File: src/rtl/seven_seg_scan_mux.sv
// Time-multiplexed hex display driver for a common-anode, active-low display.
// Digit data is double-buffered: a load strobe fills a shadow copy and the
// shadow is promoted to the active copy only when the scan wraps to digit 0.
// This keeps a frame from ever mixing old and new digits.
// Every digit slot opens with a few guard cycles with all anodes off, so
// the previous digit's segments cannot ghost onto the next anode.

module seven_seg_scan_mux #(
  parameter int NUM_DIGITS   = 4,
  parameter int REFRESH_DIV  = 100000,
  parameter int GUARD_CYCLES = 8,
  parameter int LZ_SUPPRESS  = 0
) (
  input  logic                    clk,
  input  logic                    rst,
  input  logic                    load,
  input  logic [4*NUM_DIGITS-1:0] digits_in,
  input  logic [NUM_DIGITS-1:0]   blank_in,
  input  logic [NUM_DIGITS-1:0]   dp_in,
  output logic [6:0]              seg,
  output logic                    dp,
  output logic [NUM_DIGITS-1:0]   an,
  output logic                    frame_tick,
  output logic                    pending
);

  localparam int PW = (REFRESH_DIV > 1) ? $clog2(REFRESH_DIV) : 1;
  localparam int IW = (NUM_DIGITS > 1) ? $clog2(NUM_DIGITS) : 1;
  localparam logic [PW-1:0] PRESC_LAST = PW'(REFRESH_DIV - 1);
  localparam logic [PW-1:0] GUARD_LIM  = PW'(GUARD_CYCLES);
  localparam logic [IW-1:0] IDX_LAST   = IW'(NUM_DIGITS - 1);

  // Scan position state
  logic [PW-1:0] presc_q, presc_d;
  logic [IW-1:0] idx_q, idx_d;
  logic          lastCycle;
  logic          wrap;

  // Active buffer (what is being displayed) and shadow buffer (latest load)
  logic [4*NUM_DIGITS-1:0] actDigits_q, actDigits_d;
  logic [NUM_DIGITS-1:0]   actBlank_q, actBlank_d;
  logic [NUM_DIGITS-1:0]   actDp_q, actDp_d;
  logic [4*NUM_DIGITS-1:0] shDigits_q, shDigits_d;
  logic [NUM_DIGITS-1:0]   shBlank_q, shBlank_d;
  logic [NUM_DIGITS-1:0]   shDp_q, shDp_d;
  logic                    pending_q, pending_d;

  // Registered display outputs
  logic [NUM_DIGITS-1:0] an_q, an_d;
  logic [6:0]            seg_q, seg_d;
  logic                  dp_q, dp_d;
  logic                  frameTick_q;

  // Per-digit decode helpers
  logic [NUM_DIGITS-1:0] zeroOrBlank;
  logic [NUM_DIGITS-1:0] lzDark;
  logic [3:0]            curNib;
  logic                  curBlank;
  logic                  curLz;
  logic                  curDp;
  logic                  inGuard;
  logic                  upperRun;

  // Hex nibble to active-low segment pattern, bit 6 = a .. bit 0 = g
  function automatic logic [6:0] hexToSeg(input logic [3:0] v);
    logic [6:0] s;
    s = 7'b1111111;
    case (v)
      4'h0: s = 7'b0000001;
      4'h1: s = 7'b1001111;
      4'h2: s = 7'b0010010;
      4'h3: s = 7'b0000110;
      4'h4: s = 7'b1001100;
      4'h5: s = 7'b0100100;
      4'h6: s = 7'b0100000;
      4'h7: s = 7'b0001111;
      4'h8: s = 7'b0000000;
      4'h9: s = 7'b0000100;
      4'hA: s = 7'b0001000;
      4'hB: s = 7'b1100000;
      4'hC: s = 7'b0110001;
      4'hD: s = 7'b1000010;
      4'hE: s = 7'b0110000;
      4'hF: s = 7'b0111000;
      default: s = 7'b1111111;
    endcase
    return s;
  endfunction

  // Prescaler and digit index advance; a wrap is the last cycle of the last digit
  always_comb begin
    lastCycle = (presc_q == PRESC_LAST);
    wrap      = lastCycle && (idx_q == IDX_LAST);
    presc_d   = lastCycle ? '0 : presc_q + PW'(1);
    idx_d     = idx_q;
    if (lastCycle) begin
      idx_d = (idx_q == IDX_LAST) ? '0 : idx_q + IW'(1);
    end
  end

  // Double-buffer control: a load on the wrap cycle goes straight to active,
  // otherwise loads park in shadow until the next wrap promotes them
  always_comb begin
    actDigits_d = actDigits_q;
    actBlank_d  = actBlank_q;
    actDp_d     = actDp_q;
    shDigits_d  = shDigits_q;
    shBlank_d   = shBlank_q;
    shDp_d      = shDp_q;
    pending_d   = pending_q;
    if (load && wrap) begin
      actDigits_d = digits_in;
      actBlank_d  = blank_in;
      actDp_d     = dp_in;
      shDigits_d  = digits_in;
      shBlank_d   = blank_in;
      shDp_d      = dp_in;
      pending_d   = 1'b0;
    end else if (load) begin
      shDigits_d = digits_in;
      shBlank_d  = blank_in;
      shDp_d     = dp_in;
      pending_d  = 1'b1;
    end else if (wrap && pending_q) begin
      actDigits_d = shDigits_q;
      actBlank_d  = shBlank_q;
      actDp_d     = shDp_q;
      pending_d   = 1'b0;
    end
  end

  // Leading-zero map: a position is a leading zero when it and every higher
  // digit is zero or forced blank; digit 0 always stays lit
  always_comb begin
    zeroOrBlank = '0;
    lzDark      = '0;
    upperRun    = 1'b1;
    for (int k = 0; k < NUM_DIGITS; k++) begin
      zeroOrBlank[k] = (actDigits_q[4*k +: 4] == 4'h0) || actBlank_q[k];
    end
    for (int k = NUM_DIGITS - 1; k >= 0; k--) begin
      upperRun  = upperRun && zeroOrBlank[k];
      lzDark[k] = (LZ_SUPPRESS != 0) && (k > 0) && upperRun;
    end
  end

  // Select the digit under the scan and form the next anode/segment/dp values
  always_comb begin
    curNib   = 4'h0;
    curBlank = 1'b0;
    curLz    = 1'b0;
    curDp    = 1'b0;
    an_d     = '1;
    seg_d    = 7'b1111111;
    dp_d     = 1'b1;
    inGuard  = (presc_q < GUARD_LIM);
    for (int k = 0; k < NUM_DIGITS; k++) begin
      if (idx_q == IW'(k)) begin
        curNib   = actDigits_q[4*k +: 4];
        curBlank = actBlank_q[k];
        curLz    = lzDark[k];
        curDp    = actDp_q[k];
      end
    end
    if (!inGuard) begin
      for (int k = 0; k < NUM_DIGITS; k++) begin
        if (idx_q == IW'(k)) begin
          an_d[k] = 1'b0;
        end
      end
      if (!(curBlank || curLz)) begin
        seg_d = hexToSeg(curNib);
        dp_d  = ~curDp;
      end
    end
  end

  // Scan position registers and wrap pulse (pulse lands with index back at 0)
  always_ff @(posedge clk or posedge rst) begin
    if (rst) begin
      presc_q     <= '0;
      idx_q       <= '0;
      frameTick_q <= 1'b0;
    end else begin
      presc_q     <= presc_d;
      idx_q       <= idx_d;
      frameTick_q <= wrap;
    end
  end

  // Shadow and active digit buffers
  always_ff @(posedge clk or posedge rst) begin
    if (rst) begin
      actDigits_q <= '0;
      actBlank_q  <= '0;
      actDp_q     <= '0;
      shDigits_q  <= '0;
      shBlank_q   <= '0;
      shDp_q      <= '0;
      pending_q   <= 1'b0;
    end else begin
      actDigits_q <= actDigits_d;
      actBlank_q  <= actBlank_d;
      actDp_q     <= actDp_d;
      shDigits_q  <= shDigits_d;
      shBlank_q   <= shBlank_d;
      shDp_q      <= shDp_d;
      pending_q   <= pending_d;
    end
  end

  // Output registers so the pins are glitch-free; they trail scan state by a cycle
  always_ff @(posedge clk or posedge rst) begin
    if (rst) begin
      an_q  <= '1;
      seg_q <= 7'b1111111;
      dp_q  <= 1'b1;
    end else begin
      an_q  <= an_d;
      seg_q <= seg_d;
      dp_q  <= dp_d;
    end
  end

  assign an         = an_q;
  assign seg        = seg_q;
  assign dp         = dp_q;
  assign frame_tick = frameTick_q;
  assign pending    = pending_q;

endmodule

File: config.mk
export PLATFORM = sky130hd
export DESIGN_NAME = seven_seg_scan_mux
export DESIGN_NICKNAME = d
export VERILOG_FILES = /design/src/rtl/seven_seg_scan_mux.sv
export SDC_FILE = /design/constraint.sdc
export NUM_CORES = 1
export LEC_CHECK = 0
export ABC_AREA = 1
export BUFFER_PORTS_ARGS = -buffer_cell sky130_fd_sc_hd__buf_2
export CORE_UTILIZATION = 59
export CTS_BUF_LIST = sky130_fd_sc_hd__clkbuf_16
export DETAILED_ROUTE_END_ITERATION = 12
export PLACE_DENSITY = 0.8
export SYNTH_ARGS = -nofsm -noshare
export SYNTH_HDL_FRONTEND = slang
export SYNTH_SLANG_ARGS = --single-unit
File: constraint.sdc
create_clock -name clk -period 2.4 [get_ports clk]
set_input_delay 0.12 -clock clk [delete_from_list [all_inputs] [get_ports clk]]
set_output_delay 0.12 -clock clk [all_outputs]
set_load 0.01 [all_outputs]
Word-level counts from Yosys, hierarchy flattened
Memory sizes are Yosys's and may differ from the RTL's.
Index checks and enable logic that the tools add are counted.
{ "totals": {"reg_bits": 81, "mem_bits_ro": 112, "inputBits": 27, "memories": 1} }
{ "memory_table": {"columns": ["name", "words", "width", "read_ports", "rd_clocked_by_memory_dff", "wr", "line", "rtl"], "rows": [
  ["(name not given)", 16, 7, 1, 0, 0, "68", "case (v)"]
]} }
{ "classes": {"n_addsub": 2, "magnitude_cmp": 1, "n_eq_ne": 5, "muxes": 41, "n_bitwise": 1, "reduce_logical": 8} }
{ "ops": {"columns": ["op", "n"], "rows": [
  ["two-way mux 16 bit", 5],
  ["two-way mux 4 bit", 15],
  ["adder 17 x 1 -> 17 bit (second input constant)", 1],
  ["equality test 17 bit (second input constant)", 1],
  ["less-than comparator 17 x 4 -> 1 bit (second input constant)", 1],
  ["two-way mux 1 bit", 17],
  ["two-way mux 17 bit", 1],
  ["two-way mux 7 bit", 2],
  ["equality test 2 bit (second input constant)", 2],
  ["nonzero test 2 bit", 2],
  ["logical AND 1 bit", 3],
  ["nonzero test 3 bit", 1],
  ["adder 2 x 1 -> 2 bit (second input constant)", 1],
  ["equality test 2 x 1 -> 1 bit (second input constant)", 1],
  ["zero test 2 bit", 1],
  ["two-way mux 2 bit", 1],
  ["!= test 2 x 1 -> 1 bit (second input constant)", 1],
  ["AND reduction 2 bit", 1],
  ["inverter 1 bit", 1]
]} }

Logic depth before layout (Yosys ltp)
Gate-level depths: netlist of the first run.
{ "logic_depth": {"ltp_word": 8, "ltp_mapped": 13, "ltp_nobuf": 13} }

Worst setup path before layout of the first run
No wires, ideal clock.
{ "synth_timing": {"path_kind": "register to register", "from": "register idx_q[1]", "to": "register seg_q[3] (netlist: seg[3])", "setup_ns": 0.083, "t_arrival_ns": 1.912, "t_required_ns": 2.317, "path_slack_ns": 0.405, "stages_incl_launch_ff": 12, "period_less_slack_ns": 1.995, "cell_sequence": "dfrtp_1 -> inv_1 -> ha_1 -> inv_1 -> nand3_1 -> a21oi_1 -> o21ai_0 -> ha_1 -> nand3_1 -> nand2_1 -> nand2_1 -> nand3_1"} }
{ "synth_via": {"elab_chain_cells": 8, "word_cells_on_any_way": 15} }
{ "synth_rtl": {"columns": ["item", "line", "rtl"], "rows": [
  ["from (decl)", "35", "logic [IW-1:0] idx_q, idx_d;"],
  ["from (signal assigned)", "186", "idx_q <= idx_d;"],
  ["zero test 2 bit", "158", "if (idx_q == IW'(k)) begin"],
  ["two-way mux 4 bit (4 in a row)", "158", null],
  ["memory (16 x 7 bit)", null, null],
  ["two-way mux 7 bit *", "171", "if (!(curBlank || curLz)) begin"],
  ["two-way mux 7 bit *", "165", "if (!inGuard) begin"],
  ["via seg_d[3]", "50", "logic [6:0] seg_q, seg_d;"],
  ["to (signal assigned)", "220", "seg_q <= seg_d;"],
  ["to (decl)", "50", null]
]} }
The timed path passes the listed nets; every way through them passes the cells marked *.
A chain may end at the register's enable or synchronous reset.

Worst setup path in the final report of the first run
Ends and elaborated chain as after synthesis.

==> metrics.txt, run 1 <==
status finished with violations; failing checks DRC; Comb power frac 0.040; DIE HEIGHT 83.9 µm; Worst Path Required 2.66 ns; CP max stage delay 0.40 ns; synth unique cells 33; # rows 29; Slew HR 0.522; CTS sink count 81; Max Clock Freq 0.469 GHz; Non-Filler Instances 620; core area 6420 µm²; Hold Vio Cnt, Final 0; drt drc 5; Max Cap Viol 0; Netlist Area Pre-Place 3960 µm²; worst-path fanout max 7; Via Count 3231; TritonCTS Buffers 9; Switching Share 0.213; Tmin final 2.13 ns; DR pass1 iterations 9; CTS Root Cell clkbuf_16; CTS tree yes; Synth Register Bits 81; CTS clk-pin slew, worst paths 0.06 ns; Critical Path End Type flop; gr ovfl total 0; first-pass GRT wire length 14300 µm; worst hold path class input pin to flop; layout cell share with drive strength beyond 1 0.164; Die Width 83.9 µm; worst-path cell with the longest stage delay dfrtp_1; wire per inst 13.0 µm; PD cells 625 nW/µm²; Critical Path Most Common Cell nand2_1; Critical Path Start Type flop; worst skew pair latency 0.33 ns; register area 2040 µm²; Max Transition Viols Final 0; Post-Route Skew 0.00526 ns; Top delay family on crit path adder cells; NetSw 0.604 mW; Final Wtd Congestion 0.929; Setup Viol. Count Final 0; part of the cycle the worst path needs 0.889; Layout Utilization 0.707; hold_ws 0.00809 ns; Routed WL 8080 µm; leakage 2.38 nW; RSZ-0062 raised after global routing false; post-DP HPWL 5840 µm; effective utilization at floorplan 0.616; HP Start digits_in[0]; worst vdd ir 0.000393 V; Starting DRT DRC Count 162; crit-path cells inv_1 -> ha_1 -> inv_1 -> o211ai_1 -> nand2_1 -> nand2_1 -> inv_1 -> ha_1 -> nand3_1 -> nand2_1 -> nand2_1 -> nand3_1; number of antenna violations at the first check in global routing 0; crit path DAT 2.39 ns; largest net degree at the start of global routing 57; area delta synth->final 14.7%; area of the multi-input gates 1600 µm²; htree depth 3; worst r2r src idx_q[1]; total power 2.84 mW; Vias per Instance 5.21; vias in the first global route 3198; Least-Margin Pin Slew 0.716 ns; Setup crit start idx_q[1]; antenna diode count 0; post-CTS setup buffers 0; Port Buffer Count 40; GRT Resource Usage Total 0.259; Int Pwr 2.23 mW; Syn Nets 529; post-route ant nets 0; clock buffer depth 2; placed insts 603; IO Pins 41; fin nets 576; TNS Setup 0 ns; Syn Area/Cell 8.06 µm²; die area 7040 µm²; Seq pwr share 0.498; Cells after Synth 491; FILL cells 531; Setup Crit Path Kind flop to flop; WP buf/inv 3; Ys Warns 0; clock power share 0.463; Seq/Total Area, Yosys 0.516
==> flip-flops by register name (all words and copies together), names as in the netlist <==
register / flops
pending: 1
shDigits_q: 16
dp: 1
an: 4
shBlank_q: 4
frame_tick: 1
actDp_q: 4
actBlank_q: 4
actDigits_q: 16
shDp_q: 4
seg: 7
idx_q: 2
presc_q: 17
==> cell type report <==
cell class | count | area share
clock buffer | 9 | 0.0496
clock inverter | 7 | 0.0138
inverter | 63 | 0.0532
multi-input combinational | 336 | 0.353
sequential | 81 | 0.450
tap | 77 | 0.0212
timing repair buffer | 47 | 0.0590
==> layer usage <==
metal,routed length [µm],GRT usage,up-vias,share of wire
met5,0,0,-,0
met4,232,0.122,0,0.029
met3,345,0.0514,26,0.043
met2,3840,0.416,93,0.47
met1,3670,0.338,1490,0.45
li1,-,-,1622,-
==> Yosys cell counts <==
master	count	area share
inv_1	60	0.057
ha_1	11	0.035
dfrtp_1	69	0.44
nand3_4	1	0.0044
nand3_1	30	0.038
nor2_4	2	0.0057
nor2_1	30	0.028
nor2_2	1	0.0016
clkinv_4	1	0.0022
a21boi_0	1	0.0019
buf_2	3	0.0038
dfstp_2	12	0.080
xor2_1	9	0.020
nand4_1	7	0.011
nand4_2	1	0.0032
clkbuf_1	4	0.0038
nand2_1	188	0.18
o22ai_1	1	0.0016
buf_1	1	0.00095
nor3_2	1	0.0025
a21oi_1	12	0.015
clkinv_1	1	0.00095
nand2_2	5	0.0079
buf_6	2	0.0057
o21ai_2	2	0.0044
o211ai_1	2	0.0038
nand3_2	1	0.0025
nor4_1	2	0.0032
nor3_1	9	0.011
o21ai_1	10	0.013
inv_2	1	0.00095
o21ai_0	10	0.013
buf_8	1	0.0038
==> power by group through the flow <==
| stage | clock [mW] | combinational, mW | sequential (mW) |
|---|---|---|---|
| floorplan | 0 | 0.0700 | 1.43 |
| global placement | 0 | 0.111 | 1.43 |
| detailed placement | 0 | 0.115 | 1.44 |
| CTS | 1.33 | 0.117 | 1.41 |
| global route | 1.39 | 0.133 | 1.41 |
| finish | 1.31 | 0.113 | 1.41 |
==> stage by stage <==
stage / setup WS (ns) / instance area (µm²)
finish: 0.267 / 4540
global route: 0.0308 / 4540
detailed placement: 0.210 / 4240
CTS: 0.195 / 4540
global placement: 0.359 / 4240
floorplan: 0.220 / 3960
==> worst register-to-register path, cell delays in order (launching register included) <==
cell	delay, ns
dfrtp_1	0.40
inv_1	0.11
ha_1	0.30
inv_1	0.17
o211ai_1	0.19
nand2_1	0.09
nand2_1	0.16
inv_1	0.09
ha_1	0.28
nand3_1	0.08
nand2_1	0.05
nand2_1	0.05
nand3_1	0.07
==> cell families after synthesis <==
family	Yosys count	share of synthesized area
flops	81	0.516
xor+xnor	9	0.0199
simple gates	278	0.298
fa+ha+maj	11	0.0348
buf+inv	74	0.0790
compound gates	38	0.0522
==> repair_timing <==
item | 4_1_cts | 5_1_grt
hold buffers | 1 | 0
resized for setup | 0 | 1
endpoints found under the hold margin | 14 | 0
setup endpoints to repair | 0 | 5
==> layout by cell type (no fill, tap or decap), types with 5 or more instances in the layout <==
cell type,Yosys,layout
nand2_2,5,5
nor2_1,30,30
nand3_1,30,30
dfrtp_1,69,69
buf_4,0,5
nand2_1,188,188
ha_1,11,11
dfstp_2,12,12
clkbuf_16,0,9
inv_1,60,60
nor3_1,9,9
o21ai_0,10,10
buf_2,3,40
xor2_1,9,9
nand4_1,7,7
o21ai_1,10,10
a21oi_1,12,12
==> final timing paths <==
| path | endpoint | slack, ns | depth (start not counted) |
|---|---|---|---|
| max | seg[3] | 0.27 | 12 |
| min in group asynchronous | frame_tick | 0.39 | 3 |
| max in group asynchronous | an[0] | 1.30 | 4 |
| max reg2reg | seg[3] | 0.27 | 12 |
| min | shDigits_q[0] | 0.008 | 3 |
| min reg2reg | presc_q[0] | 0.46 | 1 |
(Power assumes the default switching activity.)
==> run 2, diff against run 1 <==
- GPL_TIMING_DRIVEN: default -> 0
- PLACE_DENSITY: 0.8 -> default
- PLACE_DENSITY_LB_ADDON: default -> 0.25
==> run 2 against run 1 <==
Against the previous run: the run still ends with DRC left; non-clock buffer count grew 6; die area did not move; flip-flop and latch count is the same; cell count increased by 0.97%; register-to-register slack got worse by 0.07 ns; clock skew grew 0.0049 ns; clock-buffer cell count unchanged; cell area is 1.2% higher; clock power about the same; critical path depth is the same; utilization increased by 0.88 points; largest cell class unchanged.
==> metrics.txt, run 2 (synthesized netlist as in run 1, its figures left out) <==
status finished with violations (unchanged); failing checks DRC (unchanged); Max Transition Viols Final 0 (unchanged); DP Area 4280 µm² (was 4240 µm²); layout cell share with drive strength beyond 1 0.168 (was 0.164); post-route ant nets 0 (unchanged); CTS clk-pin slew, worst paths 0.06 ns (about the same); Largest register FFs 17 (unchanged); Max Clock Freq 0.455 GHz (was 0.469 GHz); number of antenna violations at the first check in global routing 0 (unchanged); DR pass1 iterations 9 (unchanged); vias in the first global route 3168 (was 3198); gr ovfl total 0 (unchanged); TritonCTS Buffers 9 (unchanged); Die Width 83.9 µm (unchanged); CP max stage delay 0.40 ns (about the same); part of the cycle the worst path needs 0.916 (was 0.889); area delta synth->final 16.1% (was 14.7%); RSZ-0062 raised after global routing false (unchanged); Setup Crit Path Kind flop to flop (unchanged); Final Wtd Congestion 0.944 (was 0.929); IO Pins 41 (unchanged); Max Cap Viol 0 (unchanged); total power 2.87 mW (was 2.84 mW); Slew HR 0.697 (was 0.522); Post-Route Skew 0.0102 ns (was 0.00526 ns); die area 7040 µm² (unchanged); worst skew pair latency 0.34 ns (was 0.33 ns); crit path DAT 2.46 ns (was 2.39 ns); Critical Path Start Type flop (unchanged); largest net degree at the start of global routing 68 (was 57); effective utilization at floorplan 0.616 (unchanged); Biggest register presc_q (unchanged); Starting DRT DRC Count 201 (was 162); commonest non-fill, non-tap cell in the layout nand2_1 (unchanged); worst-path cell with the longest stage delay dfrtp_1 (unchanged); CTS sink count 81 (unchanged); most frequent cells in the layout nand2_1 (188), dfrtp_1 (69), inv_1 (59) (was nand2_1 (188), dfrtp_1 (69), inv_1 (60)); critical path depth 12 (unchanged); Vias per Instance 5.14 (was 5.21); GRT Resource Usage Total 0.261 (was 0.259); first-pass GRT wire length 14300 µm (about the same); R2R cell count 12 (unchanged); Critical Path Most Common Cell nand2_1 (unchanged); PD cells 625 nW/µm² (about the same); Port Buffer Count 39 (was 40); Worst Path Required 2.66 ns (about the same); post-DP HPWL 5860 µm (was 5840 µm); Critical Path End Type flop (unchanged); antenna diode count 0 (unchanged); CTS tree yes (unchanged); Via Count 3215 (was 3231); DIE HEIGHT 83.9 µm (unchanged); crit-path cells inv_1 -> ha_1 -> inv_1 -> o211ai_1 -> nand2_1 -> nand2_1 -> inv_1 -> ha_1 -> nand3_1 -> o21ai_0 -> nand2_1 -> nand2_1 (was inv_1 -> ha_1 -> inv_1 -> o211ai_1 -> nand2_1 -> nand2_1 -> inv_1 -> ha_1 -> nand3_1 -> nand2_1 -> nand2_1 -> nand3_1); worst hold path class input pin to flop (unchanged); top flop regs presc_q: 17 flops, actDigits_q: 16 flops, shDigits_q: 16 flops (unchanged); final worst slack 0.201 ns (was 0.267 ns); Layout Utilization 0.715 (was 0.707); Tmin final 2.20 ns (was 2.13 ns); Hold Vio Cnt, Final 0 (unchanged); Setup Viol. Count Final 0 (unchanged); pre-CTS worst setup slack 0.0259 ns (was 0.210 ns); fin nets 582 (was 576); Design Area, Final 4590 µm² (was 4540 µm²); leakage 2.40 nW (was 2.38 nW); Least-Margin Pin Slew 0.455 ns (was 0.716 ns); CTS Root Cell clkbuf_16 (unchanged); wire per inst 13.0 µm (about the same); drt drc 2 (was 5); hold path depth 3 (unchanged); worst-path fanout max 7 (unchanged); TNS Setup 0 ns (unchanged); worst vdd ir 0.000421 V (was 0.000393 V); htree depth 3 (unchanged); # rows 29 (unchanged); core area 6420 µm² (unchanged); clock buffer depth 2 (unchanged); WP buf/inv 3 (unchanged); Routed WL 8150 µm (was 8080 µm); Top delay family on crit path simple AND/OR/NAND/NOR gates (was adder cells)
## run 2: final timing paths
kind / startpoint / end / slack (ns)
max: idx_q[1] / seg[1] / 0.20
min in group asynchronous: rst / presc_q[13] / 0.26
max reg2reg: idx_q[1] / seg[1] / 0.20
min reg2reg: presc_q[0] / presc_q[0] / 0.46
min: digits_in[0] / shDigits_q[0] / 0.004
max in group asynchronous: rst / seg[3] / 1.55
## run 2: stage by stage
step	hold WS, ns	cells
after CTS	0.00184	626
after detailed placement	0.0644	608
final	0.00409	626
after floorplan	0.252	491
after global routing	0.0187	626
after global placement	0.345	607
## run 2: area by class of cell
type / count / area, µm²
sequential: 81 / 2040
fill: 495 / 1830
multi-input combinational: 336 / 1600
inverter: 63 / 244
timing repair buffer: 42 / 243
clock buffer: 9 / 225
tap: 77 / 96.3
buffer: 11 / 72.6
clock inverter: 7 / 68.8
## run 2: tightest hold or removal path, delay by kind of cell
| kind | cells | cell delay (ns) |
|---|---|---|
| buffers and inverters | 1 | 0.07 |
| AND/OR/NAND/NOR | 2 | 0.11 |
## run 2: per-layer routing
metal | track usage | routed length (µm) | up-vias
met3 | 0.0435 | 274 | 17
met2 | 0.437 | 3970 | 74
met5 | 0 | 0 | -
met1 | 0.329 | 3690 | 1487
li1 | - | - | 1637
met4 | 0.125 | 214 | 0
## run 2: where the power goes
group	switching [mW]	leakage (nW)	internal, mW
registers	0.00893	0.964	1.40
logic	0.0784	1.30	0.0401
clock network	0.538	0.142	0.802
## run 2: repair_timing
item                                    CTS  global route
resized for setup                         0             4
hold buffers                              2             0
endpoints found under the setup margin    0             7
setup buffers                             0             0
endpoints found under the hold margin    15             0
==> run 3, diff against run 2 <==
- BUFFER_PORTS_ARGS: -buffer_cell sky130_fd_sc_hd__buf_2 -> default
- CORE_UTILIZATION: 59 -> 60
- DONT_BUFFER_PORTS: default -> 1
- SLEW_MARGIN: default -> 10
==> run 3 against run 2 <==
Against the previous run: the run now ends clean; die area down 1.6%; critical path depth unchanged; clock-buffer cell count unchanged; clock skew down 0.0030 ns; combinational power up 12%; flip-flop and latch count unchanged; sequential share of layout area down 0.65 points; sequential power about the same; largest power group is now clock.
==> metrics.txt, run 3 (synthesized netlist as in run 1, its figures left out) <==
Non-Filler Instances 610 (was 626); worst-path fanout max 10 (was 7); Vias per Instance 5.34 (was 5.14); Worst Path Required 2.66 ns (about the same); Max Cap Viol 0 (unchanged); crit-path cells inv_1 -> ha_1 -> clkbuf_2 -> a21oi_1 -> nand2_1 -> nand2_1 -> inv_1 -> ha_1 -> nand3_1 -> o21ai_0 -> nand2_1 -> nand2_1 (was inv_1 -> ha_1 -> inv_1 -> o211ai_1 -> nand2_1 -> nand2_1 -> inv_1 -> ha_1 -> nand3_1 -> o21ai_0 -> nand2_1 -> nand2_1); die area 6920 µm² (was 7040 µm²); Post-Route Skew 0.00722 ns (was 0.0102 ns); worst r2r src idx_q[0] (was idx_q[1]); CTS clk-pin slew, worst paths 0.06 ns (about the same); core area 6350 µm² (was 6420 µm²); DP Area 4080 µm² (was 4280 µm²); Layout Utilization 0.735 (was 0.715); Critical Path Most Common Cell nand2_1 (unchanged); htree depth 3 (unchanged); first-pass GRT wire length 14900 µm (was 14300 µm); Switching Share 0.210 (was 0.218); top flop regs presc_q: 17 flops, actDigits_q: 16 flops, shDigits_q: 16 flops (unchanged); Slew HR 0.653 (was 0.697); clock power share 0.482 (was 0.467); GRT Resource Usage Total 0.275 (was 0.261); DR pass1 iterations 5 (was 9); Largest register FFs 17 (unchanged); worst hold path class input pin to flop (unchanged); Critical Path Start Type flop (unchanged); Seq pwr share 0.474 (was 0.492); Critical Path End Type flop (unchanged); area delta synth->final 17.9% (was 16.1%); Tmin final 2.13 ns (was 2.20 ns); status finished, final reports clean (was finished with violations); Least-Margin Pin Slew 0.521 ns (was 0.455 ns); WP buf/inv 3 (unchanged); effective utilization at floorplan 0.623 (was 0.616); crit path DAT 2.39 ns (was 2.46 ns); commonest non-fill, non-tap cell in the layout nand2_1 (unchanged); Top delay family on crit path simple AND/OR/NAND/NOR gates (unchanged); Max Transition Viols Final 0 (unchanged); IO Pins 41 (unchanged); fin nets 566 (was 582); RSZ-0062 raised after global routing false (unchanged); post-DP HPWL 5830 µm (was 5860 µm); leakage 2.37 nW (was 2.40 nW); antenna diode count 0 (unchanged); CTS Root Cell clkbuf_16 (unchanged); Setup Viol. Count Final 0 (unchanged); post-route ant nets 0 (unchanged); clock buffer depth 2 (unchanged); Die Width 83.2 µm (was 83.9 µm); CP max stage delay 0.42 ns (was 0.40 ns); gr ovfl total 0 (unchanged); placed insts 569 (was 608); largest net degree at the start of global routing 54 (was 68); Max Clock Freq 0.469 GHz (was 0.455 GHz); worst skew pair latency 0.34 ns (about the same); number of antenna violations at the first check in global routing 0 (unchanged); DIE HEIGHT 83.2 µm (was 83.9 µm); drt drc 0 (was 2); HP Start load (was digits_in[0]); Port Buffer Count 0 (was 39); Final Wtd Congestion 0.906 (was 0.944); TritonCTS Buffers 9 (unchanged); Starting DRT DRC Count 204 (was 201); Comb power frac 0.045 (was 0.041); Biggest register presc_q (unchanged); NetSw 0.624 mW (was 0.626 mW); layout cell share with drive strength beyond 1 0.0994 (was 0.168); wire per inst 14.4 µm (was 13.0 µm); post-CTS setup buffers 0 (unchanged); vias in the first global route 3284 (was 3168); Hold Vio Cnt, Final 0 (unchanged); critical path depth 12 (unchanged); hold_ws 0.147 ns (was 0.00409 ns); TNS Setup 0 ns (unchanged); # rows 29 (unchanged); worst-path cell with the longest stage delay dfrtp_2 (was dfrtp_1); Int Pwr 2.35 mW (was 2.24 mW); Design Area, Final 4670 µm² (was 4590 µm²); Routed WL 8770 µm (was 8150 µm); Setup crit start idx_q[0] (was idx_q[1]); part of the cycle the worst path needs 0.888 (was 0.916); hold path depth 3 (unchanged); R2R cell count 12 (unchanged); worst vdd ir 0.000449 V (was 0.000421 V); CTS tree yes (unchanged); PD cells 638 nW/µm² (was 625 nW/µm²); Via Count 3257 (was 3215); most frequent cells in the layout nand2_1 (188), dfrtp_1 (68), inv_1 (60) (was nand2_1 (188), dfrtp_1 (69), inv_1 (59)); Setup Crit Path Kind flop to flop (unchanged); CTS sink count 81 (unchanged)
==> run 3: power groups by stage <==
stage	clock network, mW	registers (mW)	logic [mW]
2_1_floorplan	0	1.43	0.0700
3_5_place_dp	0	1.44	0.0990
4_1_cts	1.45	1.41	0.132
5_1_grt	1.51	1.41	0.150
3_3_place_gp	0	1.43	0.0890
6_report	1.43	1.41	0.133
==> run 3: worst paths after layout <==
check | slack (ns) | endpoint
max in group asynchronous | 1.54 | an[3]
min reg2reg | 0.47 | presc_q[0]
max | 0.27 | seg[1]
max reg2reg | 0.27 | seg[1]
min | 0.15 | shDigits_q[3]
min in group asynchronous | 0.26 | shDigits_q[13]
==> run 3: stage by stage <==
stage	setup WS, ns	total power, mW
floorplan	0.220	1.50
global placement	-0.502	1.52
detailed placement	-0.0613	1.53
CTS	0.0988	2.99
global route	0.00811	3.07
finish	0.268	2.98
==> run 3: layout make-up <==
type,instances,area [µm²]
well taps,77,96.3
repair buffers,26,278
inverters,63,244
fillers,456,1680
multi-input cells,336,1620
clock buffers,9,225
plain buffers,11,72.6
clock inverters,7,87.6
flip-flops and latches,81,2040
==> run 3: worst min-delay path, stage by stage <==
cell and delay, ns:
buf_2 0.16, nand2_1 0.08, nand2_1 0.06
==> run 3: repair_timing <==
action                                  CTS  global route
gates resized for setup                   2             6
hold endpoints to repair                 52             0
endpoints found under the setup margin    5             6
hold buffers                             25             0
==> run 3: routing by layer <==
metal  vias up  part of all wire  track usage
met5         -                 0            0
met4         0             0.018        0.108
met3        15             0.034       0.0477
met2        73              0.51        0.462
met1      1567              0.44        0.355
li1       1602                 -            -
